`config.mk`:
```
export PLATFORM = sky130hd
export DESIGN_NAME = ifetch_queue
export DESIGN_NICKNAME = d
export VERILOG_FILES = /design/src/rtl/ifetch_queue.sv
export SDC_FILE = /design/constraint.sdc
export NUM_CORES = 1
export LEC_CHECK = 0
export CAP_MARGIN = 20
export CORE_UTILIZATION = 34
export CTS_BUF_LIST = sky130_fd_sc_hd__clkbuf_16
export CTS_CLUSTER_SIZE = 28
export DETAILED_ROUTE_END_ITERATION = 6
export PLACE_DENSITY_LB_ADDON = 0.05
export SYNTH_ARGS = -nofsm -noshare
export SYNTH_HDL_FRONTEND = slang
export SYNTH_SLANG_ARGS = --single-unit
```
`constraint.sdc`:
```
create_clock -name clk -period 48.7 [get_ports clk]
set_clock_uncertainty 0.2 [all_clocks]
set_input_delay 9.74 -clock clk [delete_from_list [all_inputs] [get_ports clk]]
set_output_delay 9.74 -clock clk [all_outputs]
set_load 0.02 [all_outputs]
```
`src/rtl/ifetch_queue.sv`:
```
// ifetch_queue
//
// Instruction-fetch front end placed directly upstream of the 2-way I-cache.
// It owns the fetch PC, drives the cache lookup (ic_paddr / ic_req), keeps a
// one-line buffer so sequential words of the same 128-bit line are served
// without another cache lookup, and queues {pc, instr} pairs in a small FIFO
// that decode drains.
//
// Ports
//   clk, rst         clock; asynchronous active-high reset
//   ic_paddr   [31:0] fetch address to the cache (always the fetch PC)
//   ic_req            cache lookup request (combinational)
//   ic_rdata_line[127:0] line from the cache, valid when ic_req && !ic_stall
//   ic_stall          cache miss / refill in progress for ic_paddr
//   redirect_valid    retarget fetch; flushes the FIFO
//   redirect_pc[31:0] new fetch address (bits [1:0] forced to 0)
//   lb_flush          invalidate the line buffer (fence.i)
//   if_valid          FIFO head valid
//   if_instr   [31:0] head instruction
//   if_pc      [31:0] head PC
//   if_ready          decode accepts the head
//
// Handshake: the head entry transfers on a cycle where if_valid && if_ready
// are both high at the rising edge. if_valid never depends combinationally on
// if_ready, and if_instr/if_pc hold steady while if_valid is high and
// if_ready is low. A redirect in the same cycle cancels the transfer.

module ifetch_queue #(
  parameter logic [31:0] RESET_PC = 32'h0000_0000,
  parameter int          QDEPTH   = 4
) (
  input  logic         clk,
  input  logic         rst,
  output logic [31:0]  ic_paddr,
  output logic         ic_req,
  input  logic [127:0] ic_rdata_line,
  input  logic         ic_stall,
  input  logic         redirect_valid,
  input  logic [31:0]  redirect_pc,
  input  logic         lb_flush,
  output logic         if_valid,
  output logic [31:0]  if_instr,
  output logic [31:0]  if_pc,
  input  logic         if_ready
);

  localparam int PW = $clog2(QDEPTH);
  localparam int CW = PW + 1;

  // Fetch state and line buffer
  logic [31:0]  fetch_pc;
  logic         lb_valid;
  logic [27:0]  lb_addr;
  logic [127:0] lb_data;

  // Instruction FIFO storage
  logic [31:0]   pc_mem    [QDEPTH];
  logic [31:0]   instr_mem [QDEPTH];
  logic [PW-1:0] wr_ptr;
  logic [PW-1:0] rd_ptr;
  logic [CW-1:0] count;

  // Per-cycle decisions
  logic        full;
  logic        lb_hit;
  logic        push;
  logic        pop;
  logic        capture;
  logic [1:0]  word_sel;
  logic [31:0] lb_word;
  logic [31:0] line_word;
  logic [31:0] push_instr;
  logic [31:0] redirect_target;

  assign full     = (count == CW'(QDEPTH));
  assign lb_hit   = lb_valid && (lb_addr == fetch_pc[31:4]);
  assign word_sel = fetch_pc[3:2];

  // Masking keeps every redirect_pc bit on a real path; the low two bits are
  // simply cleared.
  assign redirect_target = redirect_pc & ~32'h0000_0003;

  // Lookup is suppressed while the queue is full, while a redirect is
  // pending (the address is about to change) and when the line buffer
  // already holds the word.
  assign ic_req   = !rst && !full && !redirect_valid && !lb_hit;
  assign ic_paddr = fetch_pc;

  // A line-buffer hit pushes without the cache; otherwise the push waits for
  // the first cycle the cache is not stalling. A pop never frees a slot for
  // a push in the same cycle.
  assign push    = !redirect_valid && !full && (lb_hit || !ic_stall);
  assign capture = push && !lb_hit;
  assign pop     = if_valid && if_ready && !redirect_valid;

  always_comb begin
    lb_word   = 32'h0;
    line_word = 32'h0;
    case (word_sel)
      2'd0: begin
        lb_word   = lb_data[31:0];
        line_word = ic_rdata_line[31:0];
      end
      2'd1: begin
        lb_word   = lb_data[63:32];
        line_word = ic_rdata_line[63:32];
      end
      2'd2: begin
        lb_word   = lb_data[95:64];
        line_word = ic_rdata_line[95:64];
      end
      default: begin
        lb_word   = lb_data[127:96];
        line_word = ic_rdata_line[127:96];
      end
    endcase
  end

  assign push_instr = lb_hit ? lb_word : line_word;

  // Fetch PC and line buffer. The line buffer survives redirects; only
  // lb_flush clears it, and a flush beats a capture in the same cycle.
  always_ff @(posedge clk or posedge rst) begin
    if (rst) begin
      fetch_pc <= RESET_PC;
      lb_valid <= 1'b0;
      lb_addr  <= 28'h0;
      lb_data  <= 128'h0;
    end else begin
      if (redirect_valid) begin
        fetch_pc <= redirect_target;
      end else if (push) begin
        fetch_pc <= fetch_pc + 32'd4;
      end

      if (capture) begin
        lb_data <= ic_rdata_line;
        lb_addr <= fetch_pc[31:4];
      end

      if (lb_flush) begin
        lb_valid <= 1'b0;
      end else if (capture) begin
        lb_valid <= 1'b1;
      end
    end
  end

  // FIFO pointers and occupancy. A redirect discards every queued entry and
  // any transfer in that cycle.
  always_ff @(posedge clk or posedge rst) begin
    if (rst) begin
      wr_ptr <= '0;
      rd_ptr <= '0;
      count  <= '0;
    end else if (redirect_valid) begin
      wr_ptr <= '0;
      rd_ptr <= '0;
      count  <= '0;
    end else begin
      if (push) begin
        wr_ptr <= wr_ptr + PW'(1);
      end
      if (pop) begin
        rd_ptr <= rd_ptr + PW'(1);
      end
      case ({push, pop})
        2'b10:   count <= count + CW'(1);
        2'b01:   count <= count - CW'(1);
        default: count <= count;
      endcase
    end
  end

  // Storage is cleared on reset so the head outputs read zero afterwards.
  always_ff @(posedge clk or posedge rst) begin
    if (rst) begin
      for (int i = 0; i < QDEPTH; i++) begin
        pc_mem[i]    <= 32'h0;
        instr_mem[i] <= 32'h0;
      end
    end else if (push) begin
      pc_mem[wr_ptr]    <= fetch_pc;
      instr_mem[wr_ptr] <= push_instr;
    end
  end

  assign if_valid = (count != '0);
  assign if_pc    = pc_mem[rd_ptr];
  assign if_instr = instr_mem[rd_ptr];

endmodule

```
; Word-level counts from Yosys, hierarchy flattened
; Index checks and enable logic that the tools add are counted.
; W data, S select, Z words.
[word_totals]
register_bits = 452
out_inout_bits = 98
elab_cells = 76
[classes]
n_addsub = 5
magnitude_cmp = 3
n_eq_ne = 6
mux = 23
bitwise = 2
reduce_logical = 22
[ops]
columns = operator, n
row1 = $bwmux W128, 2
row2 = $mux W32, 8
row3 = $pmux W32 S3, 2
row4 = $bmux W32 S2, 2
row5 = $demux W32 S2, 1
row6 = $add A32 B3 Y32 const B, 1
row7 = $eq A28 B28 Y1, 1
row8 = $logic_and A1 B1 Y1, 10
row9 = $mux W2, 4
row10 = $ge A3 B3 Y1 const B, 2
row11 = $not A2 Y3, 2
row12 = $pmux W3 S2, 1
row13 = $reduce_bool A2 Y1, 3
row14 = $reduce_bool A3 Y1, 2
row15 = $logic_not A1 Y1, 5
row16 = $add A2 B1 Y2 const B, 2
row17 = $eq A2 B1 Y1 const B, 2
row18 = $eq A2 B2 Y1 const B, 2
row19 = $add A3 B1 Y3 const B, 1
row20 = $eq A3 B3 Y1 const B, 1
row21 = $lt A3 B1 Y1 const B, 1
row22 = $mux W3, 1
row23 = $sub A3 B1 Y3 const B, 1
row24 = $logic_not A2 Y1, 1
row25 = 2 further kinds, 3

; Depth between registers and ports, before layout
; Gate-level depths: netlist of run 1.
[logic_depth]
ltp_word = 7
depth_mapped = 14

; Worst setup path after synthesis of run 1
; Ideal clock, no wire load.
[synth_timing]
kind = input -> output
start = in rst
end = out ic_req
arrival_ps = 20081
path_slack_ps = 18679
cell_stages = 2
path_buffers = 0
cell_sequence = inv_1 and3_1
[synth_between]
elab_chain_len = 4
[synth_lines]
columns = element, line_no
row1 = "start, declared", 33  ; input logic rst,
row2 = $logic_not A1 Y1 (no line), n/a
row3 = $logic_and A1 B1 Y1 (3 in a row), 86  ; assign ic_req = !rst && !full && !redirect_valid && !lb_hit;
row4 = "end, declared", 35  ; output logic ic_req,
; Every way passes these cells.

; Final worst setup path of run 1
; Ends and elaborated chain as after synthesis.

==> run summary, run 1 <==
The top-area cell type share of the netlist area works out to 51.98%. Summing all placed instances gives a cell area of 24270 µm². The hold path depth is 1. For the reg-to-reg setup timing slack, the log shows 44.15 ns.

Along the worst path, the maximum fanout reaches 85. After synthesis, the netlist uses 53 different library cells. The number of flip-flops and latches in the synthesized netlist was 442; the data arrival time of the critical path was 11.63 ns.

The number of synthesis warnings was 0; the number of cell rows was 91. The run gives 6 as the number of detailed-routing iterations run before antenna repair. The tree is rooted in a sky130_fd_sc_hd__clkbuf_16. By area the synthesized netlist is led by sky130_fd_sc_hd__dfrtp_1, sky130_fd_sc_hd__mux2_1, sky130_fd_sc_hd__mux2_2. The number of setup buffers added after CTS is 0.

Power spread over the standard cell area amounts to 59.41 nW/µm². The number of hold buffers added after CTS was 0. The number of gates resized after CTS was 0. The fraction of final layout cells with drive strength greater than 1 is 20.66%. Counting flops with an async set or reset pin after synthesis yields a share of 100.0%. Subtracting the final worst setup slack from the clock period gives 21.57 ns. The width of the chip came out at 252.2 µm. The die covers 63580 µm². The detail route stage leaves a number of antenna-violating nets equal to 0. Registers take 11070 µm².

The synthesized area per cell works out to 13.55 µm². The die is 252.2 µm tall. The final critical-path share of the clock period was 44.28%; the via count of the first global-routing pass was 14962. The tools report the capturing element type of the critical path as an output pin.

The logs give 5782 for the number of inserted filler cells in the final layout and 27.13 ns for the post-route worst setup slack. Compared with the post-synthesis result, the final layout area differs by 21.54%. In this run the critical register-to-register path is launched from ic_paddr[4]. After detailed routing, the average wire length per cell comes to 23.12 µm. Number of enable-type register cells in the synthesized netlist: 0. The clock buffer count from CTS is 52. The run finished with clean final reports. TritonCTS built the clock tree. The logs give 21280 µm² for the combined area of all synthesized cells and 38.76 ns for the required time reported for the critical path endpoint. The tools report the fraction of the yosys area taken by sequential cells as 51.98%. The type of origin of the critical path was an input port.

The gate count of the mapped netlist is 1570, and the count of endpoints failing setup in the final report is 0. Dividing the detail-routed via count by the number of cells gives 5.257. Setup repair after global routing left no endpoint under its margin. The clock passes through at most 3 buffers.

The tools report the reported max-cap violation count as 0. For this design, the sink count on the clock tree is 442. The area of the multi-input gates was 9316 µm²; the maximum resistive drop on vdd was 0.02790 mV. The logs give 19.68% for the all-layer global routing usage and 94620 µm for the wire length of the first global-routing pass. After detailed routing, the number of remaining DRC violations is 0.

In this run the static leakage power is 11.01 nW. The number of max-slew violations in the final report is 0, and the total vias in the final route is 13911. Transition time at the pin with the least slew margin: 1.045 ns. The largest total area in the synthesized netlist belongs to sky130_fd_sc_hd__dfrtp_1.

In this run the tool buffered the top-level ports with 257 buffer cells. The total area inside the core boundary comes to 61710 µm². After the first detailed-routing iteration, the DRC count stood at 882. At the end of the flow the core is filled with cells to 41.90%. The overall power consumption came out at 1.536 mW.

The run gives 10 as the initial antenna violation count. Counting stages on the worst path, the most repeated cell is sky130_fd_sc_hd__clkdlybuf4s50_1. The tools report the pin count of the biggest net entering global routing as 177. Routability-driven placement finished with a final weighted congestion of 0.7516. The slowest cell on the critical path was sky130_fd_sc_hd__clkdlybuf4s50_1. Final number of hold-violating endpoints: 0. The capturing element of the worst setup path was ic_req.

The count of nets after finishing was 1939. The relative slew slack was 30.33%; the clock insertion delay at the later pin of the skew report was 0.60 ns. The final sum of negative setup slack was 0 ns; the wire length reported by the detailed router was 61180 µm.

The H-tree was split into 2 levels. The run gives 264 as the number of top-level design ports. The critical path goes through clkdlybuf4s50_1 > inv_8 > and3_1 > clkdlybuf4s50_1. After clock tree synthesis, the clock-pin slew on the worst setup and hold paths is 0.06 ns. In this run the critical register-to-register path is captured at lb_data[84].

The tools report the worst setup path startpoint as rst. For this run, the leading register cell type out of synthesis is sky130_fd_sc_hd__dfrtp_1. For this run the aggregate overflow at the end of global routing stands at 0. OpenSTA, run right after detailed placement, puts the worst setup slack at 27.04 ns. The worst reg-to-reg path cell count was 9; the effective utilization at floorplan was 34.48%. After routing the design area is 25860 µm². The class of the tightest hold or removal check was flop to flop. Summed over all nets, the half-perimeter wirelength after detailed placement is 39180 µm. The critical path is of the input port to output pin type.

Static timing analysis puts the maximum clock frequency at 46.37 MHz. The peak per-stage delay on the critical path works out to 0.62 ns.
## per-stage QoR
stage,instances,hold WS (ns)
floorplan,1573,0.2587
global placement,2547,0.2691
detailed placement,2547,0.2754
CTS,2642,0.2887
global route,2646,0.3032
finish,2646,0.2816
## critical path: cells and delay by family
kind	cells	cell delay, ns
buf+inv	3	1.57
simple gates	1	0.28
## cell usage in the layout, fill, tap and decap left out, drive strengths merged, types with 49 or more instances in the layout
| cell type | instances |
|---|---|
| mux2i | 49 |
| nor2 | 58 |
| o21ai | 92 |
| nand2 | 62 |
| a222oi | 64 |
| mux4 | 62 |
| dfrtp | 442 |
| mux2 | 385 |
| clkbuf | 53 |
| clkdlybuf4s50 | 256 |
## registers in the layout, indices dropped and copies added, names as in the netlist
register	cells
lb_valid	1
lb_addr	28
wr_ptr	2
pc_mem	120
instr_mem	128
ic_paddr	30
rd_ptr	2
lb_data	128
count	3
## layer usage
metal | wire length, µm | share of wire, % | global-route usage (%) | up-vias
li1 | - | - | - | 6257
met1 | 25500 | 42 | 24.23 | 7243
met2 | 30520 | 50 | 33.70 | 303
met3 | 3386 | 5.5 | 4.645 | 96
met4 | 1691 | 2.8 | 6.771 | 12
met5 | 82 | 0.13 | 0 | -
## final cells by class
type                       instances  area share, %
antenna                            4        0.03871
clock buffer                      53          5.129
clock inverter                    42         0.9871
inverter                          18         0.2903
multi-input combinational        969          36.03
sequential                       442          42.80
tap                              837          4.050
timing repair buffer             281          10.67
## report_power, final
part,total (mW),switching (mW),internal [mW]
clock network,0.368,0.157,0.211
registers,0.607,0.0909,0.517
logic,0.561,0.263,0.298
total,1.54,0.511,1.03
## worst min path at each step
stage,startpoint,to
floorplan,pc_mem[39],pc_mem[39]
global placement,pc_mem[43],pc_mem[43]
detailed placement,pc_mem[48],pc_mem[48]
CTS,pc_mem[48],pc_mem[48]
global route,lb_data[82],lb_data[82]
finish,pc_mem[48],pc_mem[48]
## cells in the mapped netlist (3+ instances only)
master	number
sky130_fd_sc_hd__a211o_1	5
sky130_fd_sc_hd__a21o_1	6
sky130_fd_sc_hd__a21oi_1	36
sky130_fd_sc_hd__a221o_1	10
sky130_fd_sc_hd__a222oi_1	64
sky130_fd_sc_hd__a31oi_1	3
sky130_fd_sc_hd__and2_1	8
sky130_fd_sc_hd__and3_1	3
sky130_fd_sc_hd__and4_1	4
sky130_fd_sc_hd__buf_1	21
sky130_fd_sc_hd__buf_2	22
sky130_fd_sc_hd__buf_4	21
sky130_fd_sc_hd__buf_6	30
sky130_fd_sc_hd__clkbuf_1	50
sky130_fd_sc_hd__dfrtp_1	442
sky130_fd_sc_hd__ha_1	8
sky130_fd_sc_hd__inv_1	18
sky130_fd_sc_hd__mux2_1	185
sky130_fd_sc_hd__mux2_2	180
sky130_fd_sc_hd__mux2_4	20
sky130_fd_sc_hd__mux2i_1	49
sky130_fd_sc_hd__mux4_2	62
sky130_fd_sc_hd__nand2_1	62
sky130_fd_sc_hd__nand3_1	15
sky130_fd_sc_hd__nand4_1	9
sky130_fd_sc_hd__nor2_1	58
sky130_fd_sc_hd__nor3_1	8
sky130_fd_sc_hd__nor4_1	9
sky130_fd_sc_hd__o21ai_0	89
sky130_fd_sc_hd__o21ai_1	3
sky130_fd_sc_hd__o31a_1	3
sky130_fd_sc_hd__o31ai_1	7
sky130_fd_sc_hd__or2_1	4
sky130_fd_sc_hd__or3_1	3
sky130_fd_sc_hd__or4_1	4
sky130_fd_sc_hd__xnor2_1	27
## logic make-up after synthesis
family | after synthesis | synth area share (%)
xor gates and xnor gates | 31 | 1.347
and+or+nand+nor | 196 | 4.416
DFF | 442 | 51.98
buffers and inverters | 162 | 4.416
adders and majority gates | 9 | 0.5646
muxes | 496 | 29.60
AOI/OAI and AO/OA | 233 | 7.657
other | 1 | 0.01762
(Power assumes the default switching activity.)
==> run 2, diff against run 1 <==
clock period = 20.9 ns   (was 48.7 ns; I/O delays follow)
==> run 2 against run 1 <==
Net effect: the flow now finishes with violations (DRC); critical path depth is the same; die area is the same; largest cell class unchanged; sequential power grew 130%; sequential share of layout area grew 0.15 points; power grew 130%; cell count shrank 0.23%.
==> run summary, run 2 (synthesis results as in run 1) <==
The worst hold path begins at pc_mem[40]. Class of the tightest hold or removal check: flop to flop. The worst path meets setup with 10.37 ns of slack.

Max-cap violations in this run came to 0. The detailed router placed 13972 vias in this run. The transition time at the pin with the least slew margin works out to 1.091 ns. In this design, the critical path's most frequently occurring cell is sky130_fd_sc_hd__clkdlybuf4s50_1. The power density over cell area was 137.0 nW/µm². The critical path goes through clkdlybuf4s50_1 > inv_8 > and3_1 > clkdlybuf4s50_1. In the final layout, the share of cells above drive strength 1 is 20.43%.

In the final layout, the registers with the most flip-flops are instr_mem x128, lb_data x128, pc_mem x120. The final reports fail on DRC. The floorplan has 91 rows. In this run, post-CTS repair resized a total of 0 instances. End of the worst hold path: pc_mem[40]. The final layout contains 1938 nets. After clock tree synthesis, the setup repair step added 0 buffers.

For the worst flop-to-flop path, the logic depth is 8. The number of max-slew violations in the final report is 0, and the reg-to-reg setup timing slack is 17.14 ns. For the routability congestion estimate from global placement, the log shows 0.7577.

The setup path with the least slack is of type input port to output pin. The maximum resistive drop on vdd was 0.06883 mV; the remaining antenna violation count was 0. For the finished layout, the period the worst path requires is 10.53 ns. The type of origin of the critical path was an input port.

The run gives 0 as the remaining global-route overflow. The final critical-path share of the clock period was 50.37%. The worst register-to-register path ends at lb_data[78].

The root buffer cell was sky130_fd_sc_hd__clkbuf_16. In this run the standard cell core region covers 61710 µm². Setup repair after global routing left no endpoint under its margin. The number of detailed-routing iterations run before antenna repair is 7, and the number of design-rule violations left by the first detailed-router iteration is 813. The first global-routing pass estimated 94920 µm of wire.

Data on the critical path arrives at its endpoint at 6.15 ns. The average vias per placed instance was 5.292. The tools report the final sum of negative setup slack as 0 ns. The vertical extent of the die is 252.2 µm.

The run gives 0 as the final number of hold-violating endpoints. Summed over all layers, the routed wires come to 61220 µm. TritonCTS built the clock tree. Dividing the detail-routed wire length by the instance count gives 23.19 µm. The worst hold slack after final layout came out at 0.2840 ns. The H-tree was split into 2 levels. The logs give 63580 µm² for the die area and 10.97 nW for the static leakage power.

Required time reported for the critical path endpoint: 16.52 ns. The effective utilization at floorplan is 34.48%. The detailed placer's ending HPWL came out at 39220 µm. The post-route DRC violation count was 8; the peak per-stage delay on the critical path was 0.67 ns. The logs give 158 for the pin count of the biggest net entering global routing and 264 for the number of top-level design ports. For this design, the CTS-stage hold fixing added 0 buffers. The tools report the startpoint of the worst register-to-register path as ic_paddr[25]. Timing would allow up to 95.00 MHz. The overall power consumption came out at 3.531 mW.

The run gives 442 as the TritonCTS sink count. Clock insertion delay at the later pin of the skew report: 0.60 ns. The top cell types in the final layout, fill and taps aside, are sky130_fd_sc_hd__dfrtp_1, sky130_fd_sc_hd__clkdlybuf4s50_1, sky130_fd_sc_hd__mux2_1, sky130_fd_sc_hd__mux2_2, sky130_fd_sc_hd__o21ai_0. Headroom to the max-slew limit came out at 27.27%. All-layer global routing usage: 19.69%.

The slowest cell on the critical path is sky130_fd_sc_hd__clkdlybuf4s50_1. The run finished, with violations left. Most frequent standard cell in the layout excluding fill and tap cells: sky130_fd_sc_hd__dfrtp_1.

OpenSTA, run right after detailed placement, puts the worst setup slack at 10.28 ns. The capturing element type of the critical path is an output pin. In this run the tool buffered the top-level ports with 257 buffer cells. The logs give 14895 for the via count of the first global-routing pass and 0 for the count of endpoints failing setup in the final report.

The hold path depth is 1, and the clock buffer count from CTS is 51. Measured on the finished design, the core utilization comes to 41.75%. The area growth from synthesis to layout is 21.11%. The width of the chip was 252.2 µm.

The highest fanout seen on the critical path works out to 93. The number of buffers on the longest clock path is 3. Clock-pin slew was measured on the worst setup and hold paths at 0.05 ns. The run gives 6 as the initial antenna violation count.
## run 2: cell types whose count changed in the layout (fill, tap and decap cells not counted), sizes merged
cell | before | now
clkinv | 21 | 20
bufinv | 3 | 0
diode | 4 | 2
clkinvlp | 0 | 1
clkbuf | 53 | 52
## run 2: power by group
part	switching, mW	internal [mW]
Sequential	0.215	1.20
Combinational	0.609	0.694
Clock	0.363	0.446
## run 2: area by class of cell
type / instances / area (µm²)
Multi-Input combinational cell: 969 / 9316
Clock buffer: 52 / 1301
Sequential cell: 442 / 11070
Antenna cell: 2 / 5.005
Inverter: 18 / 75.07
Tap cell: 837 / 1047
Timing Repair Buffer: 281 / 2780
Clock inverter: 39 / 173.9
Fill cell: 5840 / 35940
## run 2: worst max-delay path by stage
stage / slack, ns / from / cells past startpoint / endpoint
CTS: 10.28 / rst / 4 / ic_req
global route: 10.23 / rst / 4 / ic_req
global placement: 10.29 / rst / 4 / ic_req
finish: 10.37 / rst / 4 / ic_req
floorplan: 2.00 / rst / 2 / ic_req
detailed placement: 10.28 / rst / 4 / ic_req
## run 2: critical path, delay by kind of cell
family	cells	cell delay, ns
simple gates	1	0.28
buf+inv	3	1.61
## run 2: per-layer routing
layer,vias to the layer above,routed length [µm],GRT usage (%)
li1,6250,-,-
met1,7322,25870,25.04
met2,300,30430,33.36
met3,92,3215,4.171
met4,8,1653,6.338
met5,-,54,0
## run 2: per-stage QoR
stage          cells  cell area [µm²]
3_3_place_gp    2546            24260
6_report        2640            25770
5_1_grt         2639            25760
2_1_floorplan   1573            21290
3_5_place_dp    2546            24260
4_1_cts         2637            25730
